--- src/rtl/key_fifo.sv ---
// Elastic buffer for the 9-bit key stream feeding the core's key port.
// Register-array FIFO with separate occupancy counter; registered level/full/empty.
module key_fifo #(
  parameter int unsigned depth_p       = 4,
  parameter int unsigned width_p       = 9,
  parameter int unsigned level_width_p = $clog2(depth_p + 1)
) (
  input  logic                     main_clk_i,
  input  logic                     main_rst_i,
  input  logic                     flush_i,
  input  logic                     src_valid_i,
  output logic                     src_accept_o,
  input  logic [width_p-1:0]       src_data_i,
  output logic                     key_valid_o,
  input  logic                     key_accept_i,
  output logic [width_p-1:0]       key_data_o,
  output logic [level_width_p-1:0] level_o,
  output logic                     full_o,
  output logic                     empty_o
);

  localparam int unsigned PtrW = $clog2(depth_p);
  localparam logic [level_width_p-1:0] LevelFull = level_width_p'(depth_p);

  logic [width_p-1:0]       mem_q [depth_p];
  logic [PtrW-1:0]          wp_q, wp_d;
  logic [PtrW-1:0]          rp_q, rp_d;
  logic [level_width_p-1:0] level_q, level_d;
  logic                     push, pop;

  assign level_o      = level_q;
  assign full_o       = (level_q == LevelFull);
  assign empty_o      = (level_q == '0);
  assign src_accept_o = !full_o && !flush_i;
  assign key_valid_o  = !empty_o;
  assign key_data_o   = mem_q[rp_q];

  assign push = src_valid_i && src_accept_o;
  // A pop in the flush cycle is discarded along with everything else.
  assign pop  = key_valid_o && key_accept_i && !flush_i;

  always_comb begin
    wp_d    = wp_q;
    rp_d    = rp_q;
    level_d = level_q;
    if (flush_i) begin
      wp_d    = '0;
      rp_d    = '0;
      level_d = '0;
    end else begin
      if (push) wp_d = wp_q + 1'b1;
      if (pop)  rp_d = rp_q + 1'b1;
      if (push && !pop) begin
        level_d = level_q + 1'b1;
      end else if (pop && !push) begin
        level_d = level_q - 1'b1;
      end
    end
  end

  always_ff @(posedge main_clk_i or posedge main_rst_i) begin
    if (main_rst_i) begin
      wp_q    <= '0;
      rp_q    <= '0;
      level_q <= '0;
    end else begin
      wp_q    <= wp_d;
      rp_q    <= rp_d;
      level_q <= level_d;
    end
  end

  // Storage is not cleared by flush, only by reset.
  always_ff @(posedge main_clk_i or posedge main_rst_i) begin
    if (main_rst_i) begin
      for (int unsigned i = 0; i < depth_p; i++) begin
        mem_q[i] <= '0;
      end
    end else if (push) begin
      mem_q[wp_q] <= src_data_i;
    end
  end

endmodule

--- config.mk ---
export PLATFORM = sky130hd
export DESIGN_NAME = key_fifo
export DESIGN_NICKNAME = d
export VERILOG_FILES = /design/src/rtl/key_fifo.sv
export SDC_FILE = /design/constraint.sdc
export NUM_CORES = 1
export LEC_CHECK = 0
export ABC_AREA = 0
export BUFFER_PORTS_ARGS = -buffer_cell sky130_fd_sc_hd__buf_2
export CELL_PAD_IN_SITES_DETAIL_PLACEMENT = 1
export CELL_PAD_IN_SITES_GLOBAL_PLACEMENT = 1
export CORE_ASPECT_RATIO = 2
export CORE_MARGIN = 8
export CORE_UTILIZATION = 42
export CTS_CLUSTER_SIZE = 12
export DETAILED_ROUTE_END_ITERATION = 12
export GPL_TIMING_DRIVEN = 0
export HOLD_SLACK_MARGIN = 0.06
export PLACE_DENSITY = 0.75
export SETUP_SLACK_MARGIN = 0.2
export SLEW_MARGIN = 20
export SYNTH_ARGS = -nofsm -noshare
export SYNTH_HDL_FRONTEND = slang
export SYNTH_SLANG_ARGS = --single-unit
--- constraint.sdc ---
create_clock -name main_clk_i -period 2.2 [get_ports main_clk_i]
set_input_delay 0.33 -clock main_clk_i [delete_from_list [all_inputs] [get_ports main_clk_i]]
set_output_delay 0.33 -clock main_clk_i [all_outputs]
set_load 0.03 [all_outputs]
# Yosys cells after proc, flatten, opt, wreduce, memory -nomap -nowiden
# Cells that the tools add are included.
# word_totals
in_bits	14
register_bits	43
out_inout_bits	16
# classes
n_eq_ne	1
n_addsub	4
reduce_logical	16
magnitude_cmp	3
mux	13
n_bitwise	2
# op_table
cell	count
$bwmux 36	1
$mux 9	3
$bmux 9 s2	1
$demux 9 s2	1
$mux 3	3
$mux 2	4
$logic_and 1x1->1	7
$ge 3x3->1 const B	2
$not 2->3	2
$logic_not 1->1	5
$add 2x1->2 const B	2
$reduce_bool 2->1	2
$add 3x1->3 const B	1
$eq 3x3->1 const B	1
$logic_not 3->1	1
$lt 3x1->1 const B	1
$reduce_bool 3->1	1
$sub 3x1->3 const B	1

# Longest topological paths before layout
# Gate-level depths: netlist of run 1.
# depth
word_depth	9
mapped_depth	8

# Least setup slack after synthesis of run 1
# Ideal clock, no wire load.
# synth_timing
path_kind	register to register
from	reg level_q[2], in the netlist level_o[2]
to	reg level_q[2], in the netlist level_o[2]
path_buffers	2
path_slack_ps	-163
required_ps	2075
arrival_ps	2238
period_less_slack_ps	2363
path_stages_with_launch	9
setup_ps	125
cell_sequence	dfrtp_1 buf_4 or3b_1 buf_6 and3_1 fa_1 nand2_1 o22ai_1 a2111oi_0
# synth_between
elab_chain_cells	8
# synth_rtl
element	line_no	text
start: declaration	28	logic [level_width_p-1:0] level_q, level_d;
start signal: assignment	69	level_q <= level_d;
branches (longest 8 deep; another with $sub 3x1->3)	-	
# Several ways; the timed one is not identified. The select of a mux whose other input is x is not followed.
# A chain may end at the register's enable or synchronous reset.

# Final worst setup path of run 1
# layout_timing
from	reg level_q[1], in the netlist level_o[1]
to	reg level_q[2], in the netlist level_o[2]
# Same word-level chain as after synthesis.

==> reports/qor.txt, run 1 <==
Die height = 118 microns
Max-slew violation count = 0
Vias per cell = 5.60
Reg2reg end = level_o[2]$_DFFE_PP0P_
Cell Chain, Critical Path = or3b_4 > buf_6 > and3_4 > fa_2 > and3b_1 > a311oi_2 > a2111oi_4
Peak supply drop = 0.897 mV
Yosys reg bits = 43
GRT overflow = 0
CP Class = reg -> reg
P per Cell Area = 1260 nW/um^2
CTS Buffer Depth = 2
Die Area = 7890 sq um
Synth Net Count = 176
Max stage delay on crit path = 0.42 ns
Clock sinks = 43
RSZ-0062 raised after global routing = true
Post-synthesis sequential area ratio = 49.4%
Reg2Reg Launch Point = level_o[1]$_DFFE_PP0P_
Row count = 37
Slowest cell on crit path = dfrtp_1
Crit end category = register
Fin crit share = 101%
Synth-to-Final Area Change = 27.3%
CTS Buf Count = 5
Least-Margin Pin Slew = 0.532 ns
Layout cells sized above 1 = 53.8%
Skew final = 0.00606 ns
Total Wirelength = 5.93 mm
Reg2reg setup slack = -0.01 ns
Worst Path Max Fanout = 4
GPL Wtd Cong = 0.726
Io pins = 30
Failing checks = negative setup slack
Synth cell types = 37
First-pass iteration count of the detailed router = 3
Mapped Area = 2180 sq um
R2R depth = 7
Fill count = 529
Final Hold Viols = 0
Final setup TNS = -0.0115 ns
H-tree levels = 2
Type of the worst min-delay path = in -> reg
Largest net degree at the start of global routing = 33
CTS Root Cell = clkbuf_8
Dominant synthesized flop cell = dfrtp_1
Status = finished with violations
Dpl ws = -0.108 ns
Fin nets = 218
Max_cap viols = 0
ANT cells = 0
IO buf count = 29
GR Util All Layers = 15.2%
Worst Hold End = mem_q[3]$_DFFE_PP0P_
First-pass GRT wire length = 9.14 mm
Final setup fails = 1
Area of the core = 5090 sq um
DP Wirelength = 3.97 mm
Detail Route Antenna Nets = 0
Vias in the first global route = 1,778
Synth Area per Inst = 13.9 sq um
Fmax = 452 MHz
Slew HR = 64.6%
Gate Count Post-Synth = 157
Hold path depth = 2
Later-pin clock latency in the skew report = 0.30 ns
Fin worst setup slack = -0.0115 ns
Total number of vias = 1,438
Leak = 1.33 nW
CP startpoint kind = register
CTS tree = done
Worst path required time = 2.36 ns
# DRC = 0
Starting Density = 42.8%
Clock transition at path regs = 0.08 ns
Hold path start = src_data_i[3]
DIE WIDTH = 66.9 microns
WL/cell = 23.1 microns
Worst path arrival time = 2.37 ns
Final min period = 2.21 ns
Total Power = 3.50 mW
Post-layout util = 54.4%
EDFF count, synth = 0
Final hold slack = 0.313 ns
Post-synth ARST share = 100%
Initial antenna violation count = 0
Iter 0 DRT Violations = 30
YS warnings = 0
## per-layer routing
metal | part of all wire (%) | up-vias | track usage (%) | wire, microns
li1 | - | 644 | - | -
met1 | 34 | 755 | 14.6 | 2030
met2 | 59 | 30 | 28.6 | 3510
met3 | 3.8 | 9 | 3.34 | 226
met4 | 2.8 | 0 | 6.46 | 165
met5 | 0 | - | 0 | 0
## cells in the final DEF (no fill, tap or decap), types with 2 or more instances in the layout
cell,count
mux4_2,9
nand3_1,3
nand3_4,3
o211ai_1,2
and3_4,2
clkbuf_1,4
xor2_1,2
nand2_1,2
buf_6,3
a21oi_1,2
nand3b_1,2
ha_1,4
buf_2,27
buf_4,3
mux2_4,36
dfrtp_1,42
o21ai_0,5
buf_12,3
clkbuf_2,3
buf_8,2
clkbuf_8,6
nor2_1,5
inv_1,7
## cell type report
class	count	area, sq um	share of cell area (%)
Timing Repair Buffer	35	234	8.44
Tap cell	58	72.6	2.62
Sequential cell	43	1080	38.9
Inverter	9	38.8	1.40
Buffer	11	87.6	3.16
Clock inverter	1	5.00	0.181
Multi-Input combinational cell	94	1170	42.4
Clock buffer	6	82.6	2.98
## worst max-delay path: cells and delay by family (launching register included)
| family | cells | cell delay (ns) |
|---|---|---|
| fa+ha+maj | 1 | 0.36 |
| compound gates | 2 | 0.41 |
| flops | 1 | 0.42 |
| buf+inv | 1 | 0.13 |
| simple gates | 3 | 0.74 |
## synth_stat cells (2+ instances only)
library cell / count / area (sq um)
nand2_1: 2 / 7.51
o211ai_1: 2 / 15.0
xor2_1: 2 / 17.5
a21oi_1: 2 / 10.0
mux2_4: 9 / 135
nand3b_1: 2 / 15.0
nand3_2: 3 / 30.0
ha_1: 4 / 50.1
nor2_1: 5 / 18.8
mux4_2: 9 / 203
o21ai_0: 6 / 30.0
dfrtp_1: 43 / 1080
mux2_2: 27 / 304
buf_6: 2 / 22.5
inv_1: 9 / 33.8
clkbuf_1: 7 / 26.3
nand3_1: 3 / 15.0
## power breakdown
part | switching (mW) | internal [mW] | total (mW)
Clock | 0.266 | 0.246 | 0.513
Sequential | 0.187 | 1.08 | 1.27
Combinational | 0.856 | 0.860 | 1.72
## flip-flops by register name, summed over array words and instances (netlist names)
name	count
level_o	3
mem_q	36
rp_q	2
wp_q	2
## worst max path at each step
stage / start / endpoint / slack (ns) / cells after the start
3_3_place_gp: key_accept_i / level_o[2]$_DFFE_PP0P_ / -0.06 / 8
3_5_place_dp: key_accept_i / level_o[2]$_DFFE_PP0P_ / -0.11 / 8
5_1_grt: level_o[2]$_DFFE_PP0P_ / level_o[2]$_DFFE_PP0P_ / -0.07 / 8
4_1_cts: level_o[2]$_DFFE_PP0P_ / level_o[2]$_DFFE_PP0P_ / 0.06 / 8
2_1_floorplan: level_o[2]$_DFFE_PP0P_ / level_o[2]$_DFFE_PP0P_ / 0.03 / 8
6_report: level_o[1]$_DFFE_PP0P_ / level_o[2]$_DFFE_PP0P_ / -0.01 / 7
## timing repair
action                                  4_1_cts  5_1_grt
endpoints found under the setup margin       11       13
hold buffers                                  1        0
pin swaps                                     5        3
hold endpoints to repair                     11        0
resized for setup                             7       50
setup buffers                                 2        2
## logic make-up (layout without fill, tap and decap cells)
logic type,Yosys count,after routing,share of synthesized area (%)
buffers and inverters,20,62,4.37
adder cells (fa/ha/maj),5,5,3.22
AND/OR/NAND/NOR,23,23,6.66
multiplexers,45,45,29.5
flip-flops,43,43,49.4
XOR/XNOR,3,3,1.21
AO/OA/AOI/OAI,18,18,5.69
## through the flow
stage,cell area (sq um),cells
after floorplan,2190,157
after global placement,2410,244
after detailed placement,2430,245
after CTS,2570,255
after global routing,2770,257
final,2770,257
Power figures use the tool's default switching activity.
==> run 2, diff against run 1 <==
--- a/config.mk
+++ b/config.mk
@@ -10,5 +10,4 @@
 export CELL_PAD_IN_SITES_DETAIL_PLACEMENT = 1
 export CELL_PAD_IN_SITES_GLOBAL_PLACEMENT = 1
-export CORE_ASPECT_RATIO = 2
 export CORE_MARGIN = 8
 export CORE_UTILIZATION = 42
==> constraint.sdc (replaced) <==
create_clock -name main_clk_i -period 2.2 [get_ports main_clk_i]
set_input_delay 0.44 -clock main_clk_i [delete_from_list [all_inputs] [get_ports main_clk_i]]
set_output_delay 0.44 -clock main_clk_i [all_outputs]
set_load 0.03 [all_outputs]
==> run 2 against run 1 <==
The run now ends clean. Sequential power barely moved. Fmax rose by 5.7%. Register-to-register slack improved by 0.12 ns. Largest power group unchanged. Cell count rose by 7.4%. Hold slack improved by 0.10 ns. Flip-flop and latch count did not move. Design area rose by 0.54%. Die area fell by 1.8%. Setup slack improved by 0.12 ns. Combinational power rose by 6%.
==> reports/qor.txt, run 2 (same netlist as run 1, synthesis figures left out) <==
Non-Filler Instances = 276
Final min period = 2.09 ns
Vias per cell = 5.28
P per Cell Area = 1290 nW/um^2
Initial antenna violation count = 0
CP startpoint kind = register
IO buf count = 29
Dpl ws = -0.280 ns
Die Area = 7750 sq um
ANT cells = 0
Fmax = 478 MHz
Slowest cell on crit path = dfrtp_2
RSZ-0062 raised after global routing = true
CTS Buf Count = 5
Final setup fails = 0
Max reg flops = 36
Slew HR = 65.5%
Least-Margin Pin Slew = 0.517 ns
Total Wirelength = 5.33 mm
First-pass GRT wire length = 8.58 mm
DP Wirelength = 3.70 mm
Most frequent cells in the layout = dfrtp_1, mux2_2, buf_2
CTS Root Cell = clkbuf_8
Fin crit share = 95.1%
CP Class = reg -> reg
Cells after DPL = 257
Max-slew violation count = 0
Commonest non-fill, non-tap cell in the layout = dfrtp_1
Buf+Inv Stages, Crit Path = 2
Peak supply drop = 0.423 mV
Total number of vias = 1,457
Clock transition at path regs = 0.08 ns
Vias in the first global route = 1,679
Synth-to-Final Area Change = 28.0%
Total Power = 3.58 mW
Crit path max-delay family = simple AND/OR/NAND/NOR gates
Post-layout util = 55.3%
Status = complete, no violations
WL/cell = 19.3 microns
Area of the core = 5040 sq um
Worst path required time = 2.36 ns
Worst Path Max Fanout = 4
Max stage delay on crit path = 0.37 ns
Clock sinks = 43
Type of the worst min-delay path = in -> reg
GRT overflow = 0
Final setup TNS = 0 ns
Fin worst setup slack = 0.107 ns
GPL Wtd Cong = 0.757
Top reg by flops = mem_q
Worst path arrival time = 2.25 ns
# DRC = 0
Iter 0 DRT Violations = 47
Largest net degree at the start of global routing = 39
Starting Density = 43.2%
Leak = 1.26 nW
H-tree levels = 2
Die height = 88.0 microns
Detail Route Antenna Nets = 0
Max_cap viols = 0
First-pass iteration count of the detailed router = 4
Row count = 26
GR Util All Layers = 15.0%
Skew final = 0.00413 ns
Io pins = 30
Cell Chain, Critical Path = buf_6 > or3b_4 > buf_6 > and3_4 > fa_2 > and3b_1 > a311oi_2 > a2111oi_2
Later-pin clock latency in the skew report = 0.30 ns
Final Hold Viols = 0
Fin nets = 224
DIE WIDTH = 88.0 microns
Crit end category = register
CTS tree = done
Layout cells sized above 1 = 56.8%
CTS Buffer Depth = 2
CP dominant cell by count = buf_6
==> run 2: changes by cell type in the layout (fill, tap and decap cells not counted), moves of 3 or more <==
cell,previous run,this run
mux2_2,0,27
mux2_4,36,9
buf_6,3,14
buf_2,27,17
buf_4,3,9
nand3_2,0,3
nand3_4,3,0
==> run 2: power breakdown <==
part	total, mW	internal [mW]	switching (mW)
logic	1.83	0.977	0.858
registers	1.25	1.08	0.173
clock network	0.494	0.222	0.273
==> run 2: routing by layer <==
layer,GRT usage (%),vias to the layer above,wire (microns)
li1,-,666,-
met1,15.9,758,2070
met2,27.6,27,2990
met3,4.03,6,206
met4,5.68,0,62
met5,0,-,0
==> run 2: layout make-up <==
cell class | count | area, sq um
clock inverter | 2 | 12.5
multi-input combinational | 94 | 1050
buffer | 11 | 82.6
clock buffer | 6 | 72.6
sequential | 43 | 1080
inverter | 9 | 46.3
fill | 531 | 2250
tap | 70 | 87.6
timing repair buffer | 41 | 362
==> run 2: timing repair <==
action                                  4_1_cts  5_1_grt
cloned                                        1        0
endpoints found under the setup margin       14       14
hold buffers                                  1        0
resized for setup                            29       28
pin swaps                                     3        1
setup buffers                                 5        4
endpoints found under the hold margin         5        0
==> run 2: worst paths after layout <==
path                       cells after the start                   start                endpoint  slack [ns]
min reg2reg                                    1    mem_q[7]$_DFFE_PP0P_    mem_q[7]$_DFFE_PP0P_        0.51
max                                            8  level_o[2]$_DFFE_PP0P_  level_o[2]$_DFFE_PP0P_        0.11
min in group asynchronous                      3              main_rst_i     wp_q[0]$_DFFE_PP0P_        0.58
min                                            2           src_data_i[5]   mem_q[14]$_DFFE_PP0P_        0.42
max reg2reg                                    8  level_o[2]$_DFFE_PP0P_  level_o[2]$_DFFE_PP0P_        0.11
max in group asynchronous                      4              main_rst_i     rp_q[0]$_DFFE_PP0P_        1.16
==> run 2: worst register-to-register path, cell delays in order, from the launching register on <==
cell	delay, ns
dfrtp_2	0.37
buf_6	0.10
or3b_4	0.37
buf_6	0.13
and3_4	0.15
fa_2	0.37
and3b_1	0.21
a311oi_2	0.21
a2111oi_2	0.06
==> run 2: through the flow <==
stage                     instance area, sq um  hold slack [ns]
after global routing                      2790            0.415
after floorplan                           2190            0.474
after detailed placement                  2440            0.360
final                                     2790            0.416
after CTS                                 2700            0.405
after global placement                    2420            0.482
==> run 3, diff against run 2 <==
Settings changed: CORE_ASPECT_RATIO set to 1.5, CORE_UTILIZATION 42 to 44, CTS_BUF_LIST set to sky130_fd_sc_hd__clkbuf_2, PLACE_DENSITY 0.75 to 0.78.
==> run 3 against run 2 <==
Setup slack lost 0.060 ns. Wire length rose by 2.6%. Sequential power hardly changed. Clock-buffer cell count is the same. Via count rose by 3.1%. Register-to-register slack worse by 0.06 ns. Sequential share of layout area shrank 0.80 points. Fmax shrank 2.8%. Global-route usage grew 0.51 points. Hold slack worse by 0.12 ns. Non-clock buffer count up 7. Die area down 3.1%. Critical path type unchanged. Largest power group unchanged.
==> reports/qor.txt, run 3 (same netlist as run 1, synthesis figures left out) <==
Status = complete, no violations
Initial antenna violation count = 0
Least-Margin Pin Slew = 0.514 ns
CTS Buffer Depth = 2
Starting Density = 45.3%
Crit end category = register
GR Util All Layers = 15.5%
GPL Wtd Cong = 0.736
Clock transition at path regs = 0.22 ns
CP Class = reg -> reg
Final min period = 2.15 ns
R2R depth = 8
Later-pin clock latency in the skew report = 0.40 ns
Io pins = 30
First-pass iteration count of the detailed router = 2
Fill count = 518
Switching share of power = 37.4%
Slowest cell on crit path = dfrtp_2
CP startpoint kind = register
Hold path depth = 2
Die height = 102 microns
WL/cell = 19.6 microns
Leak = 1.29 nW
Slew HR = 65.8%
# DRC = 0
P_int = 2.20 mW
CTS Root Cell = clkbuf_2
Synth-to-Final Area Change = 30.7%
Die Area = 7500 sq um
Fmax = 464 MHz
Fin crit share = 97.9%
IO buf count = 29
Cell Chain, Critical Path = buf_6 > or3b_4 > buf_6 > and3_4 > fa_2 > and3b_1 > a311oi_2 > a2111oi_2
H-tree levels = 2
Final Hold Viols = 0
Most frequent cells in the layout = dfrtp_1, mux2_2, buf_6
Vias per cell = 5.38
Crit path max-delay family = simple AND/OR/NAND/NOR gates
Max stage delay on crit path = 0.41 ns
Final setup TNS = 0 ns
Buf+Inv Stages, Crit Path = 2
Skew final = 0.0191 ns
First-pass GRT wire length = 8.74 mm
RSZ-0062 raised after global routing = true
Total number of vias = 1,502
CP dominant cell by count = buf_6
Worst path arrival time = 2.43 ns
Final hold slack = 0.294 ns
Final setup fails = 0
Max-slew violation count = 0
Iter 0 DRT Violations = 70
Register area = 1080 sq um
CP Depth = 8
Clock sinks = 43
Row count = 31
CTS tree = done
Area of the core = 4810 sq um
DP Wirelength = 3.77 mm
GRT overflow = 0
DIE WIDTH = 73.5 microns
Max_cap viols = 0
Type of the worst min-delay path = in -> reg
Area of the multi-input gates = 1070 sq um
Clock network power share = 9.6%
Max reg flops = 36
Layout cells sized above 1 = 59.2%
Vias in the first global route = 1,787
CTS Buf Count = 5
Reg power frac = 35.2%
ANT cells = 0
Worst Path Max Fanout = 4
Detail Route Antenna Nets = 0
Fin nets = 231
Peak supply drop = 0.543 mV
Total Wirelength = 5.47 mm
Top reg by flops = mem_q
Worst path required time = 2.48 ns
P per Cell Area = 1240 nW/um^2
Commonest non-fill, non-tap cell in the layout = dfrtp_1
Largest net degree at the start of global routing = 35
P_sw = 1.32 mW
Combinational power share = 55.3%
run 3: cell type report:
class,count,area share (%)
inverters,9,1.27
repair buffers,48,15.2
clock buffers,6,1.05
plain buffers,11,3.69
clock inverters,2,0.440
multi-input cells,94,37.5
well taps,66,2.90
flip-flops and latches,43,37.9
run 3: path summary, 6_finish.rpt:
kind	startpoint	to	slack, ns
setup / recovery	level_o[2]$_DFFE_PP0P_	level_o[2]$_DFFE_PP0P_	0.05
hold / removal	src_data_i[6]	mem_q[15]$_DFFE_PP0P_	0.29
setup reg to reg	level_o[2]$_DFFE_PP0P_	level_o[2]$_DFFE_PP0P_	0.05
hold reg to reg	mem_q[2]$_DFFE_PP0P_	mem_q[2]$_DFFE_PP0P_	0.54
max in group asynchronous	main_rst_i	rp_q[0]$_DFFE_PP0P_	1.24
min in group asynchronous	main_rst_i	mem_q[5]$_DFFE_PP0P_	0.48
run 3: per-layer routing:
metal | wire length (microns) | up-vias | GRT usage [%]
met3 | 174 | 16 | 2.36
met4 | 205 | 0 | 9.12
met2 | 3150 | 34 | 28.8
li1 | - | 686 | -
met5 | 0 | - | 0
met1 | 1930 | 766 | 15.7
run 3: repair_timing:
item,4_1_cts,5_1_grt
setup endpoints to repair,15,47
gates cloned,1,1
endpoints found under the hold margin,9,0
resized for setup,50,8
pin swaps,3,2
setup buffers,13,2
hold buffers,1,0
run 3: power by group through the flow:
stage / clock, mW / combinational [mW] / sequential [mW]
floorplan: 0 / 1.09 / 1.23
global placement: 0 / 1.38 / 1.22
detailed placement: 0 / 1.44 / 1.26
CTS: 0.353 / 1.91 / 1.24
global route: 0.371 / 2.07 / 1.28
finish: 0.337 / 1.95 / 1.24
run 3: metrics by stage:
| stage | worst slack [ns] | std cells | utilization (%) | total power, mW | instance area [sq um] |
|---|---|---|---|---|---|
| after floorplan | 0.0256 | 157 | - | 2.32 | 2190 |
| after CTS | 0.0408 | 276 | 57.6 | 3.50 | 2770 |
| final | 0.0467 | 279 | 59.2 | 3.52 | 2850 |
| after detailed placement | -0.276 | 253 | 50.7 | 2.70 | 2440 |
| after global placement | -0.223 | 252 | 50.3 | 2.59 | 2420 |
| after global routing | -0.0294 | 279 | 59.2 | 3.73 | 2850 |
run 3: worst register-to-register path: stages (launching register included):
cell and delay [ns]:
dfrtp_2 0.41, buf_6 0.10, or3b_4 0.37, buf_6 0.13
and3_4 0.15, fa_2 0.36, and3b_1 0.20, a311oi_2 0.24
a2111oi_2 0.08
